File: config.mk
export PLATFORM = sky130hd
export DESIGN_NAME = adc_lut_loader_flat
export DESIGN_NICKNAME = d
export VERILOG_FILES = /design/src/rtl/adc_lut_loader_if.sv /design/src/rtl/adc_lut_loader.sv /design/src/flat_wrapper.sv
export SDC_FILE = /design/constraint.sdc
export NUM_CORES = 1
export LEC_CHECK = 0
export BUFFER_PORTS_ARGS = -buffer_cell sky130_fd_sc_hd__buf_4
export CAP_MARGIN = 20
export CORE_AREA = 2 2 105 56
export CTS_CLUSTER_SIZE = 40
export DETAILED_ROUTE_END_ITERATION = 12
export DIE_AREA = 0 0 107 58
export GPL_TIMING_DRIVEN = 1
export HOLD_SLACK_MARGIN = 0.1
export PLACE_DENSITY = 0.67
export SLEW_MARGIN = 20
export SYNTH_ARGS = -nofsm -noshare
export SYNTH_HDL_FRONTEND = slang
export SYNTH_SLANG_ARGS = --single-unit
File: constraint.sdc
create_clock -name clk -period 4.52 [get_ports clk]
set_input_delay 0.452 -clock clk [delete_from_list [all_inputs] [get_ports clk]]
set_output_delay 0.452 -clock clk [all_outputs]
set_load 0.05 [all_outputs]
File: src/rtl/adc_lut_loader_if.sv
// adc_lut_loader_if: 8-bit node stream from the PS into the LUT loader.
//   tdata  : tree node value
//   tvalid : node valid (producer)
//   tready : node accepted when tvalid & tready (consumer)
// master = stream producer (PS side), slave = adc_lut_loader.
interface adc_lut_loader_if;
  logic [7:0] tdata;
  logic       tvalid;
  logic       tready;

  modport master (output tdata, output tvalid, input tready);
  modport slave  (input tdata, input tvalid, output tready);
endinterface

File: src/rtl/adc_lut_loader.sv
// adc_lut_loader: programs the adc_driver threshold tree and capture enable
// over the shared 32-bit GPIO word {7'b0, w_clk, data[7:0], addr[15:0]}.
// Each write is SETUP_CYC of stable addr/data, STROBE_CYC with w_clk high,
// then GAP_CYC with w_clk low before the next write may start.
// Ports:
//   clk, rst        : clock, asynchronous active-high reset
//   start_load      : pulse, begin loading NUM_NODES nodes to addr 0..N-1
//   abort           : pulse, stop the load after the current write
//   s_axis          : node stream (slave modport)
//   cap_start/stop  : pulse, request CAPTURE_ADDR <= 1 / 0
//   gpio_out        : GPIO word to adc_driver
//   scaler_run      : high once a complete table is resident
//   busy            : a write or load is in progress
//   load_done       : pulse when the last node write completes
//   aborted         : pulse when an abort takes effect
//   lut_checksum    : 16-bit wrapping sum of accepted nodes
//                     (only with ADC_LUT_CHECKSUM_EN defined)
module adc_lut_loader #(
  parameter int NUM_NODES    = 255,
  parameter int CAPTURE_ADDR = 256,
  parameter int SETUP_CYC    = 1,
  parameter int STROBE_CYC   = 2,
  parameter int GAP_CYC      = 5
) (
  input  logic                clk,
  input  logic                rst,
  input  logic                start_load,
  input  logic                abort,
  adc_lut_loader_if.slave     s_axis,
  input  logic                cap_start,
  input  logic                cap_stop,
  output logic [31:0]         gpio_out,
  output logic                scaler_run,
  output logic                busy,
  output logic                load_done,
  output logic                aborted
`ifdef ADC_LUT_CHECKSUM_EN
  , output logic [15:0]       lut_checksum
`endif
);

  localparam int WR_CYC = SETUP_CYC + STROBE_CYC + GAP_CYC;
  localparam int TW     = $clog2(WR_CYC + 1);
  localparam int CW     = (NUM_NODES > 1) ? $clog2(NUM_NODES) : 1;

  localparam logic [CW-1:0] LAST_NODE   = CW'(NUM_NODES - 1);
  localparam logic [TW-1:0] SETUP_LAST  = TW'(SETUP_CYC - 1);
  localparam logic [TW-1:0] STROBE_LAST = TW'(STROBE_CYC - 1);
  localparam logic [TW-1:0] GAP_LAST    = TW'(GAP_CYC - 1);
  localparam logic [TW-1:0] STRB_BEG    = TW'(SETUP_CYC);
  localparam logic [TW-1:0] STRB_END    = TW'(SETUP_CYC + STROBE_CYC);
  localparam logic [TW-1:0] WR_LAST     = TW'(WR_CYC - 1);

  typedef enum logic [2:0] {IDLE, FETCH, SETUP, STROBE, GAP, CAPW, DONE} state_t;

  state_t        state, state_nxt;
  logic [TW-1:0] tmr;           // cycles spent in the current state
  logic [CW-1:0] cnt;           // node counter
  logic [15:0]   addr_q;
  logic [7:0]    data_q;
  logic          abort_q;
  logic          cap_pend, cap_val;
  logic          cap_ret_done;  // CAPW was entered from DONE
  logic          hs, in_load, rest, abort_now, w_clk;

  assign hs        = (state == FETCH) && s_axis.tvalid;
  assign in_load   = (state == FETCH) || (state == SETUP) ||
                     (state == STROBE) || (state == GAP);
  assign rest      = (state == IDLE) || (state == DONE);
  // The pulse itself counts so an abort on the deciding cycle is not lost.
  assign abort_now = abort_q | abort;

  // State register
  always_ff @(posedge clk or posedge rst) begin
    if (rst) state <= IDLE;
    else     state <= state_nxt;
  end

  // Next state
  always_comb begin
    state_nxt = state;
    case (state)
      IDLE, DONE: begin
        // start_load beats a pending capture; the capture stays pending.
        if (start_load)    state_nxt = FETCH;
        else if (cap_pend) state_nxt = CAPW;
      end
      FETCH: begin
        if (hs)             state_nxt = SETUP;
        else if (abort_now) state_nxt = IDLE;
      end
      SETUP:  if (tmr == SETUP_LAST)  state_nxt = STROBE;
      STROBE: if (tmr == STROBE_LAST) state_nxt = GAP;
      GAP: begin
        // A completed table wins over an abort raised during its last write.
        if (tmr == GAP_LAST) begin
          if (cnt == LAST_NODE) state_nxt = DONE;
          else if (abort_now)   state_nxt = IDLE;
          else                  state_nxt = FETCH;
        end
      end
      CAPW: if (tmr == WR_LAST) state_nxt = cap_ret_done ? DONE : IDLE;
      default: state_nxt = IDLE;
    endcase
  end

  // Outputs: gpio_out is forced to 0 outside write states so an async reset
  // clears it at once.
  always_comb begin
    w_clk = (state == STROBE) ||
            ((state == CAPW) && (tmr >= STRB_BEG) && (tmr < STRB_END));
    busy  = !rest;
    if ((state == SETUP) || (state == STROBE) || (state == GAP) || (state == CAPW))
      gpio_out = {7'b0, w_clk, data_q, addr_q};
    else
      gpio_out = '0;
  end

  assign s_axis.tready = (state == FETCH);

  // Datapath
  always_ff @(posedge clk or posedge rst) begin
    if (rst) begin
      tmr          <= '0;
      cnt          <= '0;
      addr_q       <= '0;
      data_q       <= '0;
      abort_q      <= 1'b0;
      cap_pend     <= 1'b0;
      cap_val      <= 1'b0;
      cap_ret_done <= 1'b0;
      scaler_run   <= 1'b0;
      load_done    <= 1'b0;
      aborted      <= 1'b0;
    end else begin
      tmr       <= (state_nxt != state) ? '0 : tmr + 1'b1;
      load_done <= (state == GAP) && (state_nxt == DONE);
      aborted   <= in_load && (state_nxt == IDLE);

      if ((state == GAP) && (state_nxt == DONE)) scaler_run <= 1'b1;
      if (rest && start_load) begin
        scaler_run <= 1'b0;
        cnt        <= '0;
      end
      if (hs) begin
        addr_q <= 16'(cnt);
        data_q <= s_axis.tdata;
      end
      if ((state == GAP) && (state_nxt == FETCH)) cnt <= cnt + 1'b1;

      if (in_load && abort) abort_q <= 1'b1;
      if ((state_nxt == IDLE) || (state_nxt == DONE)) abort_q <= 1'b0;

      if ((state_nxt == CAPW) && (state != CAPW)) begin
        cap_pend     <= 1'b0;
        addr_q       <= 16'(CAPTURE_ADDR);
        data_q       <= {7'b0, cap_val};
        cap_ret_done <= (state == DONE);
      end
      // Newest request wins, stop beats start; placed last so a request on
      // the CAPW entry cycle stays pending.
      if (cap_start || cap_stop) begin
        cap_pend <= 1'b1;
        cap_val  <= !cap_stop;
      end
    end
  end

`ifdef ADC_LUT_CHECKSUM_EN
  always_ff @(posedge clk or posedge rst) begin
    if (rst)                     lut_checksum <= '0;
    else if (rest && start_load) lut_checksum <= '0;
    else if (hs)                 lut_checksum <= lut_checksum + 16'(s_axis.tdata);
  end
`endif

endmodule

File: src/flat_wrapper.sv
// flat-port wrapper written by rule: the top's interface ports become plain ports
module adc_lut_loader_flat 
#(
  parameter int NUM_NODES    = 255,
  parameter int CAPTURE_ADDR = 256,
  parameter int SETUP_CYC    = 1,
  parameter int STROBE_CYC   = 2,
  parameter int GAP_CYC      = 5
)
  (clk, rst, start_load, abort, cap_start, cap_stop, gpio_out, scaler_run, busy, load_done, aborted, s_axis_tdata, s_axis_tvalid, s_axis_tready);
  adc_lut_loader_if s_axis_i ();
  input  logic clk;
  input  logic rst;
  input  logic start_load;
  input  logic abort;
  input  logic cap_start;
  input  logic cap_stop;
  output logic [31:0] gpio_out;
  output logic scaler_run;
  output logic busy;
  output logic load_done;
  output logic aborted;
  input wire logic [$bits(s_axis_i.tdata)-1:0] s_axis_tdata;
  input wire logic [$bits(s_axis_i.tvalid)-1:0] s_axis_tvalid;
  output wire logic [$bits(s_axis_i.tready)-1:0] s_axis_tready;
  assign s_axis_i.tdata = s_axis_tdata;
  assign s_axis_i.tvalid = s_axis_tvalid;
  assign s_axis_tready = s_axis_i.tready;
  adc_lut_loader #(.NUM_NODES(NUM_NODES), .CAPTURE_ADDR(CAPTURE_ADDR), .SETUP_CYC(SETUP_CYC), .STROBE_CYC(STROBE_CYC), .GAP_CYC(GAP_CYC)) u_core (.clk(clk), .rst(rst), .start_load(start_load), .abort(abort), .s_axis(s_axis_i), .cap_start(cap_start), .cap_stop(cap_stop), .gpio_out(gpio_out), .scaler_run(scaler_run), .busy(busy), .load_done(load_done), .aborted(aborted));
endmodule
# Word-level counts from Yosys, hierarchy flattened
# Index checks and enable logic that the tools add are counted.
# classes
bitwise_logic,1
n_addsub,2
n_eq_ne,15
n_mul,0
n_reduce_logical,30
div,0
shifts,0
mux,26
n_lt_le_gt_ge,2
# op_table
cell,n
two-way mux 16 bit,2
two-way mux 8 bit,4
two-way mux 3 bit,10
two-way mux 25 bit,1
case mux 3 bit (6 select lines),1
equality test 3 bit (second input constant),5
logical OR 1 bit,10
nonzero test 2 bit,5
logical AND 1 bit,9
adder 8 x 1 -> 8 bit (second input constant),1
equality test 4 x 3 -> 1 bit (second input constant),2
equality test 8 bit (second input constant),1
two-way mux 1 bit,7
equality test 3 x 1 -> 1 bit (second input constant),2
equality test 3 x 2 -> 1 bit (second input constant),2
zero test 3 bit,2
adder 4 x 1 -> 4 bit (second input constant),1
equality test 4 x 1 -> 1 bit (second input constant),1
>= comparator 4 x 1 -> 1 bit (second input constant),1
zero test 4 bit,1
less-than comparator 4 x 2 -> 1 bit (second input constant),1
two-way mux 4 bit,1
inequality test 3 bit,1
inequality test 3 bit (second input constant),1
other kinds (3),4
# word_totals
n_memories,0
elab_cells,88
mem_bits_ro,0
latchBits,0
input_bits,15
ff_bits,46
ramBits,0
output_inout_bits,37

# Longest topological paths before layout
# depth
depth_word,9
ltp_mapped,10
depth_no_buf,9

# Least setup slack after synthesis
# OpenSTA, ideal clock, no wires.
# synth_path
path_kind,reg2reg
start,reg u_core.state[1]
end,reg u_core.cap_ret_done
required_time_ns,4.395
stages_incl_launch_ff,10
setup_ns,0.125
slack_ns,1.572
arrival_ns,2.823
path_cell_list,dfrtp_1 buf_2 nor3b_1 and2_1 buf_2 nor4_4 o211a_2 inv_2 a2111oi_4 mux2_4
# synth_between
elab_chain_len,6
word_cells_on_any_way,21
cone_classes,8 x eq/ne; 9 x mux; 4 x reduce/logical
# synth_rtl
item,line,rtl
"start, declared",adc_lut_loader.sv:56,"state_t state, state_nxt;"
"start signal, assigned",adc_lut_loader.sv:76,else state <= state_nxt;
equality test 3 x 1 -> 1 bit (*),-,
net s_axis_tready,flat_wrapper.sv:25,output wire logic [$bits(s_axis_i.tready)-1:0] s_axis_tready;
logical AND 1 bit,adc_lut_loader.sv:66,assign hs = (state == FETCH) && s_axis.tvalid;
two-way mux 3 bit,adc_lut_loader.sv:89,if (hs) state_nxt = SETUP;
case mux 3 bit (6 select lines) (*),adc_lut_loader.sv:82,case (state)
net u_core.state_nxt[1],adc_lut_loader.sv:56,
equality test 3 bit (*),adc_lut_loader.sv:154,if ((state_nxt == CAPW) && (state != CAPW)) begin
logical AND 1 bit (*),adc_lut_loader.sv:154,
"end signal, assigned",adc_lut_loader.sv:158,cap_ret_done <= (state == DONE);
"end, declared",adc_lut_loader.sv:63,logic cap_ret_done;
# The timed path passes the listed nets; every way through them passes the cells marked *.
# A chain may end at the register's enable or synchronous reset.

# Worst setup path after layout
# layout_path
start,reg u_core.state[0]
end,reg u_core.data_q[0]
# layout_between
elab_chain_len,7
word_cells_on_any_way,23
cone_classes,8 x eq/ne; 10 x mux; 5 x reduce/logical
# layout_rtl
item,line,rtl
equality test 3 x 1 -> 1 bit,"adc_lut_loader.sv:66, adc_lut_loader.sv:82",
logical AND 1 bit,adc_lut_loader.sv:66,
two-way mux 3 bit,adc_lut_loader.sv:89,
case mux 3 bit (6 select lines) (*),adc_lut_loader.sv:82,
net u_core.state_nxt[1],adc_lut_loader.sv:56,
equality test 3 bit (*),adc_lut_loader.sv:154,
logical AND 1 bit (*),adc_lut_loader.sv:154,
two-way mux 8 bit / nonzero test 2 bit (equally long branches),-,
"end signal, assigned",adc_lut_loader.sv:147,data_q <= s_axis.tdata;
"end signal, assigned",adc_lut_loader.sv:157,"data_q <= {7'b0, cap_val};"
"end, declared",adc_lut_loader.sv:60,logic [7:0] data_q;
# Marked as above.

==> summary.md <==
| Metric | Value |
|---|---|
| Outcome | finished, final reports clean |
| CTS Buffer Depth | 2 |
| Critical Path AT | 3.19 ns |
| Crit-path max FO | 20 |
| Max Fclk | between 0.3 and 0.4 GHz |
| Hpwl dp | 4143 um |
| Primary FF master, synth | dfrtp_1 |
| Syn. warnings | 0 |
| Reg-to-reg endpoint | u_core.data_q[0] |
| Clock root cell | clkbuf_8 |
| Post-synthesis cell count | around 270 |
| Worst path slowest cell | dfrtp_1 |
| Buffer count from post-CTS setup fixing | 0 |
| Core area | 5301 um^2 |
| Post_cts resized | 0 |
| Die area | between 6000 and 7000 um^2 |
| CP required | approximately 4.7 ns |
| Final period utilization | 0.6666 |
| Setup TNS | 0 ns |
| Vias in the first global route | roughly 1600 |
| Compound-Gate Fraction of Synth Area | 0.1317 |
| Drt drc | 0 |
| Pwr Density | about 630 nW/um^2 |
| Post-synth top area share | 0.4209 |
| Worst path buffer plus inverter count | 2 |
| Final Skew | slightly below 0.009 ns |
| Avg WL per Cell | between 10 and 15 um |
| DRT iter0 DRCs | between 100 and 150 |
| Synth Area in Adders | 0.03238 |
| CTS tree | yes |
| Static leakage | 1.307 nW |
| Depth of the worst register-to-register path | 8 |
| Final setup viols | 0 |
| Post-synth top area cell | dfrtp_1 |
| Max-Slew Margin vs Limit | 0.5055 |
| Filler cells | 485 |
| Number of synthesized flops with an enable pin | 0 |
| Worst VDD drop | roughly 310 uV |
| Fin. max-slew vios | 0 |
| Clock slew at reported path FFs | 0.09 ns |
| Die height | roughly 58 um |
| Ant diodes | 0 |
| Synth area leaders | dfrtp_1 (42%), nand2_1 (7.3%), and2_1 (5.1%) |
| Initial DRT Pass Iterations | 4 |
| Worst setup path start | u_core.state[0] |
| Starting Density | 0.4373 |
| Final worst setup slack | 1.507 ns |
| Slew of the pin with the lowest slew margin | around 0.74 ns |
| Worst stage delay on the critical path | about 0.6 ns |
| Largest family of logic cells by synthesized area | simple AND/OR/NAND/NOR gates |
| GRT overflow | 0 |
| Ys async rst share | 1.000 |
| Flop2flop setup slack | roughly 1.5 ns |
| CP startpoint kind | flop |
| Crit. path cell count | 8 |
| Critical path's top delay family | simple AND/OR/NAND/NOR gates |
| P&R area growth vs syn | 17.32% |
| WL final | 5515 um |
| Post-synthesis simple-gate area fraction | 0.2855 |
| Boundary Pins | 52 |
| Unrepaired setup endpoints after global routing | no |
| Max cap viols | 0 |
| Count of state elements after synthesis | 39 |
| Vias per Instance | between 4 and 5 |
| Crit path capture type | flop |
| Die width | 107 um |
| Total track usage | 0.1890 |
| Rows | 19 |
| Routability cong. | around 0.91 |
| DP Area | roughly 2600 um^2 |
| Later-pin clock latency in the skew report | ~0.30 ns |
| H-tree depth | 2 |
| Clk sink count | 39 |
| Antenna violations before repair | 0 |
| Global-route wire length before repair | about 9000 um |
| Antenna Nets Post-Route | 0 |
| Port Buffer Count | 37 |
| Mux contribution to synthesized area | 0.01727 |
| CP Capture Point | u_core.data_q[0] |
| Final #Nets | around 320 |
| Post-route cell area | ~2700 um^2 |
| Post-synth cell types | 46 |
| Post-Syn Area per Cell | a little under 9 um^2 |
| Cell Chain, Critical Path | nor3b_1, and2_1, nor4_4, o211a_2, inv_2, a2111oi_4, buf_4, mux2_4 |
| Final hold vios | 0 |
| Largest net degree at the start of global routing | 40 |
| Layout cells sized above 1 | 0.1921 |
| Via count | between 1500 and 2000 |
| Hold Path Class | input port to async pin |
| WS Path Type | flop to flop |
| Post-synthesis xor/xnor area fraction | 0.02267 |
| RR Startpoint | u_core.state[0] |
| CTS Hold Bufs | 0 |
| Sequential area share after synthesis | 0.4209 |
| Final min period | around 3.0 ns |
| Post-place setup slack | roughly 1.5 ns |
| Synthesized area | 2318 um^2 |
| TritonCTS buffer count | 5 |
[flip-flops by register name (all words and copies together) (netlist names), 3 cells and up]
| name | count |
|---|---|
| u_core.addr_q | 9 |
| u_core.state | 3 |
| u_core.tmr | 4 |
| u_core.data_q | 8 |
| u_core.cnt | 8 |
[cells in the mapped netlist (3+ instances only)]
cell      instances
a21oi_1          19
nand2_1          45
buf_2             4
ha_1              6
nor3b_1           3
xnor2_1           3
buf_4            15
or3_1             3
clkbuf_1          7
xor2_1            3
nor2b_1           5
and2_1           19
nand3_1          11
o21ai_0          10
inv_1            11
dfrtp_1          39
and3b_1           3
nor2_1           22
[kinds of logic (layout without fill, tap and decap cells)]
logic type | count (synthesis) | after routing
AO/OA/AOI/OAI | 46 | 46
AND/OR/NAND/NOR | 127 | 127
multiplexers | 3 | 3
other | 1 | 14
buffers and inverters | 38 | 61
XOR/XNOR | 6 | 6
adder cells (fa/ha/maj) | 6 | 6
flip-flops | 39 | 39
[per-stage QoR]
stage / hold WS [ns] / total power, mW / instances / util
floorplan: 0.4414 / 1.194 / 279 / -
global placement: 0.4836 / 1.413 / 367 / 0.4919
detailed placement: 0.4774 / 1.416 / 367 / 0.4919
CTS: 0.2959 / 1.717 / 375 / 0.5131
global route: 0.3118 / 1.820 / 375 / 0.5131
finish: 0.2791 / 1.713 / 375 / 0.5131
[area by class of cell]
class	count	area, um^2	share of cell area
inverter	12	45.04	0.01656
multi-input combinational	202	1187	0.4365
tap	73	91.34	0.03358
clock buffer	5	68.82	0.02530
clock inverter	3	43.79	0.01610
timing repair buffer	41	307.8	0.1132
sequential	39	975.9	0.3588
[where the power goes]
group          internal [mW]  switching, mW  total, mW  leakage (nW)
Sequential             0.424         0.0945      0.518         0.521
Clock                  0.165          0.134      0.298        0.0581
Combinational          0.309          0.588      0.897         0.728
Total                  0.897          0.816       1.71          1.31
[layer usage]
layer,up-vias,track usage,routed length (um)
met5,-,0,0
met1,834,0.3107,2924
met2,76,0.2247,1950
met4,0,0.03711,17
li1,942,-,-
met3,4,0.07199,623
[layout by cell type (no fill, tap or decap), types with 5 or more instances in the layout]
| master | instances |
|---|---|
| conb_1 | 14 |
| clkbuf_8 | 5 |
| nand3_1 | 11 |
| nand2_1 | 45 |
| buf_4 | 41 |
| nor2_1 | 22 |
| o21ai_0 | 10 |
| inv_1 | 11 |
| a21oi_1 | 19 |
| and2_1 | 19 |
| ha_1 | 6 |
| nor2b_1 | 5 |
| dfrtp_1 | 39 |
[worst min-delay path: cells and delay by family]
| kind | cells | cell delay (ns) |
|---|---|---|
| buffers and inverters | 3 | 0.56 |
[worst min path at each step]
| stage | endpoint | start |
|---|---|---|
| after floorplan | u_core.addr_q[8] | u_core.addr_q[8] |
| after global placement | u_core.addr_q[8] | u_core.addr_q[8] |
| after detailed placement | u_core.addr_q[8] | u_core.addr_q[8] |
| after CTS | u_core.addr_q[1] | rst |
| after global routing | u_core.data_q[0] | rst |
| final | u_core.tmr[0] | rst |
Power figures use the tool's default switching activity.
